--- src/rtl/ahb_pkg.sv ---
// Shared AHB3-Lite encodings and the data-phase record used by the initiator.
package ahb_pkg;

   localparam logic [1:0] HTRANS_IDLE   = 2'b00;
   localparam logic [1:0] HTRANS_NONSEQ = 2'b10;

   localparam logic [2:0] HSIZE_BYTE = 3'b000;
   localparam logic [2:0] HSIZE_HALF = 3'b001;
   localparam logic [2:0] HSIZE_WORD = 3'b010;

   localparam logic [2:0] HBURST_SINGLE = 3'b000;

   typedef struct packed {
      logic       valid;
      logic       write;
      logic [1:0] size;
      logic [1:0] addr_lo;
      logic       local_err;
   } ahb_dphase_t;

   // A request may reach the bus only if its size is legal and naturally aligned.
   function automatic logic req_legal(input logic [1:0] size, input logic [1:0] addr_lo);
      case ({1'b0, size})
         HSIZE_BYTE: req_legal = 1'b1;
         HSIZE_HALF: req_legal = ~addr_lo[0];
         HSIZE_WORD: req_legal = (addr_lo == 2'b00);
         default:    req_legal = 1'b0;
      endcase
   endfunction

endpackage

--- src/rtl/ahb_lane_align.sv ---
// Write-lane placement and read-lane extraction for 32-bit AHB data.
// AHB_INITIATOR_LANE_REPLICATE_EN replicates narrow write data across all lanes.
module ahb_lane_align
   import ahb_pkg::*;
(
   input  logic [1:0]  wr_size,
   input  logic [1:0]  wr_addr_lo,
   input  logic [31:0] wr_data,
   output logic [31:0] wr_lanes,
   input  logic [1:0]  rd_size,
   input  logic [1:0]  rd_addr_lo,
   input  logic [31:0] rd_data,
   output logic [31:0] rd_value
);

   logic [31:0] rd_shifted;

`ifdef AHB_INITIATOR_LANE_REPLICATE_EN
   logic unused_wr_addr;
   assign unused_wr_addr = ^wr_addr_lo;

   always_comb begin
      wr_lanes = wr_data;
      case ({1'b0, wr_size})
         HSIZE_BYTE: wr_lanes = {4{wr_data[7:0]}};
         HSIZE_HALF: wr_lanes = {2{wr_data[15:0]}};
         default:    wr_lanes = wr_data;
      endcase
   end
`else
   always_comb begin
      wr_lanes = wr_data;
      case ({1'b0, wr_size})
         HSIZE_BYTE: wr_lanes = {24'h0, wr_data[7:0]} << {wr_addr_lo, 3'b000};
         HSIZE_HALF: wr_lanes = wr_addr_lo[1] ? {wr_data[15:0], 16'h0} : {16'h0, wr_data[15:0]};
         default:    wr_lanes = wr_data;
      endcase
   end
`endif

   assign rd_shifted = rd_data >> {rd_addr_lo, 3'b000};

   always_comb begin
      rd_value = rd_shifted;
      case ({1'b0, rd_size})
         HSIZE_BYTE: rd_value = {24'h0, rd_shifted[7:0]};
         HSIZE_HALF: rd_value = {16'h0, rd_shifted[15:0]};
         default:    rd_value = rd_shifted;
      endcase
   end

endmodule

--- src/rtl/ahb_lite_initiator.sv ---
// AHB3-Lite initiator: valid/ready requests become single NONSEQ transfers, one response each.
// Build option AHB_INITIATOR_LANE_REPLICATE_EN selects replicated write lanes (see ahb_lane_align).
module ahb_lite_initiator
   import ahb_pkg::*;
#(
   parameter int         AW    = 32,
   parameter logic [3:0] HPROT = 4'b0011
) (
   input  logic          s_clk_i,
   input  logic          s_reset_i,
   input  logic          req_valid_i,
   output logic          req_ready_o,
   input  logic [AW-1:0] req_addr_i,
   input  logic          req_write_i,
   input  logic [1:0]    req_size_i,
   input  logic [31:0]   req_wdata_i,
   output logic          rsp_valid_o,
   output logic [31:0]   rsp_rdata_o,
   output logic          rsp_err_o,
   output logic [AW-1:0] m_haddr_o,
   output logic [1:0]    m_htrans_o,
   output logic          m_hwrite_o,
   output logic [2:0]    m_hsize_o,
   output logic [2:0]    m_hburst_o,
   output logic          m_hmastlock_o,
   output logic [3:0]    m_hprot_o,
   output logic [31:0]   m_hwdata_o,
   input  logic [31:0]   m_hrdata_i,
   input  logic          m_hready_i,
   input  logic          m_hresp_i
);

   ahb_dphase_t dp;
   logic [31:0] wr_lanes;
   logic [31:0] rd_value;
   logic        req_ok;
   logic        err_mask;
   logic        accept;
   logic        complete;

   ahb_lane_align u_lane_align (
      .wr_size    (req_size_i),
      .wr_addr_lo (req_addr_i[1:0]),
      .wr_data    (req_wdata_i),
      .wr_lanes   (wr_lanes),
      .rd_size    (dp.size),
      .rd_addr_lo (dp.addr_lo),
      .rd_data    (m_hrdata_i),
      .rd_value   (rd_value)
   );

   assign req_ok = req_legal(req_size_i, req_addr_i[1:0]);

   // Blocks acceptance and the next address phase across both ERROR response cycles.
   assign err_mask = dp.valid & m_hresp_i;

   assign req_ready_o = m_hready_i & ~err_mask & ~s_reset_i;
   assign accept      = req_valid_i & req_ready_o;
   assign complete    = dp.valid & m_hready_i;

   assign m_haddr_o     = req_addr_i;
   assign m_hwrite_o    = req_write_i;
   assign m_hsize_o     = {1'b0, req_size_i};
   assign m_hburst_o    = HBURST_SINGLE;
   assign m_hmastlock_o = 1'b0;
   assign m_hprot_o     = HPROT;
   assign m_htrans_o    = (req_valid_i & req_ok & ~err_mask & ~s_reset_i) ? HTRANS_NONSEQ
                                                                          : HTRANS_IDLE;

   always_ff @(posedge s_clk_i or posedge s_reset_i) begin
      if (s_reset_i) begin
         dp          <= '0;
         m_hwdata_o  <= '0;
         rsp_valid_o <= 1'b0;
         rsp_err_o   <= 1'b0;
         rsp_rdata_o <= '0;
      end else begin
         rsp_valid_o <= complete;
         rsp_err_o   <= complete & (m_hresp_i | dp.local_err);
         rsp_rdata_o <= (complete & ~dp.write & ~m_hresp_i & ~dp.local_err) ? rd_value : '0;

         // Misaligned/illegal requests take the data-phase slot so their error returns in order.
         if (accept) begin
            dp <= '{valid:     1'b1,
                    write:     req_write_i,
                    size:      req_size_i,
                    addr_lo:   req_addr_i[1:0],
                    local_err: ~req_ok};
            m_hwdata_o <= wr_lanes;
         end else if (complete) begin
            dp.valid <= 1'b0;
         end
      end
   end

endmodule

--- config.mk ---
export PLATFORM = sky130hd
export DESIGN_NAME = ahb_lite_initiator
export DESIGN_NICKNAME = d
export VERILOG_FILES = /design/src/rtl/ahb_pkg.sv /design/src/rtl/ahb_lane_align.sv /design/src/rtl/ahb_lite_initiator.sv
export SDC_FILE = /design/constraint.sdc
export NUM_CORES = 1
export LEC_CHECK = 0
export ABC_AREA = 1
export CAP_MARGIN = 30
export CORE_MARGIN = 2
export CORE_UTILIZATION = 35
export DETAILED_ROUTE_END_ITERATION = 6
export PLACE_DENSITY = 0.82
export SETUP_SLACK_MARGIN = 0.1
export SYNTH_ARGS = -nofsm -noshare
export SYNTH_HDL_FRONTEND = slang
export SYNTH_SLANG_ARGS = --single-unit
--- constraint.sdc ---
create_clock -name s_clk_i -period 3.2 [get_ports s_clk_i]
set_input_delay 0.64 -clock s_clk_i [delete_from_list [all_inputs] [get_ports s_clk_i]]
set_output_delay 0.64 -clock s_clk_i [all_outputs]
set_load 0.01 [all_outputs]
==> reports/qor.yml <==
post_cts_buffers: 0
final_common_cell: "nand2_1"
wl_per_cell_um: 14.4
crit_type: "primary input to primary output"
end_kind: "primary output"
start_util_pct: 36.2
postCtsHoldBufs: 0
grt_overflow: 0
p_per_area_nw_per_um2: 516
cap_violations: 0
drc_errors: 0
r2r_cells: 5
io_pins: 217
vias: 3989
cts-root-buf: "clkbuf_16"
portBuffers: 146
final_cell_mix: "nand2_1 (221), clkdlybuf4s50_1 (146), dfrtp_1 (73)"
fin_crit_ns: 3.01
h-tree-depth: 3
post-route-period-util_pct: 94.0
fin_skew_ns: 0.00656
cts_tree: "done"
slew_violations: 0
antenna_cells: 0
worstPathRequired_ns: 2.56
antenna_found_initial: 0
start_kind: "primary input"
worstMarginPinSlew_ns: 0.643
grt_pass1_vias: 3903
grt_pass1_wl_mm: 19.2
yosysWarnings: 0
die_w_um: 113
detail_route.first_pass.iterations: 4
ys_seq_area_share_pct: 43.7
crit_fanout: 2
dp_cells: 813
min_path_cells: 2
setup_violations: 0
max_clock_freq_ghz: 0.332
hold_viol: 0
routed_wl_mm: 11.9
ys_seq_elements: 73
core_um2: 11600
nets: 786
synthCells: 582
antenna_left: 0
cts_resized: 0
synthesis.area_um2: 4180
status: "finished, final reports clean"
hp-class: "register to register"
tns_ns: 0
vias_per_cell: 4.81
clock_latency_ns: 0.34
crit_arrival_ns: 2.37
rsz0062_at_grt: "false"
die_area_um2: 12800
rows: 39
clk_path_buf_depth: 2
grt_start_max_net_pins: 74
clk_pin_slew_worst_paths_ns: 0.06
track_usage_pct: 19.2
die_height_um: 113
dpl.hpwl_mm: 8.33
dr.first_iter.drc_count: 247
ys_types: 21
layout-drive-gt1-share_pct: 5.54
slew_headroom_pct: 57.0
cts_buffers: 9
gp_congestion: 0.822
finalNonFillerCells: 829
power_leakage_nw: 2.81
syn_area_per_cell_um2: 7.19
irDropWorstVdd_mv: 0.287
area_growth_pct: 37.4
clock_sinks: 73
critical path: stages:
cell,delay [ns]
clkdlybuf4s50_1,0.57
inv_1,0.09
o21ai_0,0.38
buf_4,0.19
nor2_1,0.03
clkdlybuf4s50_1,0.46
through the flow:
stage          setup WS, ns  cell area [um^2]  hold slack, ns  utilization, %  power (W)
2_1_floorplan         0.705              4210           0.450               -    0.00153
3_3_place_gp          0.179              5390           0.464            46.6    0.00182
3_5_place_dp          0.185              5390           0.467            46.6    0.00183
4_1_cts               0.185              5720           0.483            49.5    0.00300
5_1_grt               0.102              5750           0.503            49.7    0.00312
6_report              0.191              5750           0.480            49.7    0.00297
cell usage after synthesis (all sizes together):
cell type	n	share of area [%]
inv	36	3.2
conb	2	0.18
buf	75	13
dfrtp	73	44
nand2	221	20
clkbuf	2	0.18
nor2	57	5.7
a21oi	10	1.2
and3	2	0.30
nor3	16	1.9
nand3	69	8.4
o21ai	19	2.4
worst paths after layout:
path	start	endpoint	slack (ns)
setup / recovery	req_addr_i[0]	m_htrans_o[1]	0.19
hold / removal	m_hwdata_o[29]$_DFFE_PP0P_	m_hwdata_o[29]$_DFFE_PP0P_	0.48
setup reg to reg	dp[1]$_DFFE_PP0P_	rsp_rdata_o[0]$_DFF_PP0_	1.36
hold reg to reg	m_hwdata_o[29]$_DFFE_PP0P_	m_hwdata_o[29]$_DFFE_PP0P_	0.48
max in group asynchronous	s_reset_i	rsp_rdata_o[27]$_DFF_PP0_	1.97
min in group asynchronous	s_reset_i	m_hwdata_o[26]$_DFFE_PP0P_	0.68
kinds of logic (layout without fill, tap and decap cells):
kind of cell,Yosys count,count (layout),synth area share [%]
simple gates,365,365,36.1
buf+inv,113,209,16.5
other cells,2,10,0.179
compound gates,29,29,3.56
flops,73,73,43.7
area by class of cell:
cell class / count / area, um^2
inverter: 36 / 135
sequential: 73 / 1830
fill: 1121 / 5820
timing repair buffer: 158 / 1570
clock inverter: 5 / 105
multi-input combinational: 404 / 1700
tap: 143 / 179
clock buffer: 10 / 229
sequential cells by signal (all words and copies together), names as in the netlist:
name and flops:
m_hwdata_o 32, rsp_err_o 1, dp 7, rsp_rdata_o 32, rsp_valid_o 1
report_power, final:
group          total, W  internal (W)  leakage [nW]  switching, W
logic          0.000733      0.000347          1.68      0.000386
clock network   0.00115      0.000757         0.155      0.000396
registers       0.00108       0.00102         0.974     0.0000660
routing by layer:
layer  GRT usage, %  vias to the layer above  part of all wire (%)
met3           4.39                       32                   8.0
met1           23.2                     1823                    42
met5              0                        -                     0
met2           31.6                      176                    46
met4           10.5                        0                   3.8
li1               -                     1958                     -
(Power assumes the default switching activity.)
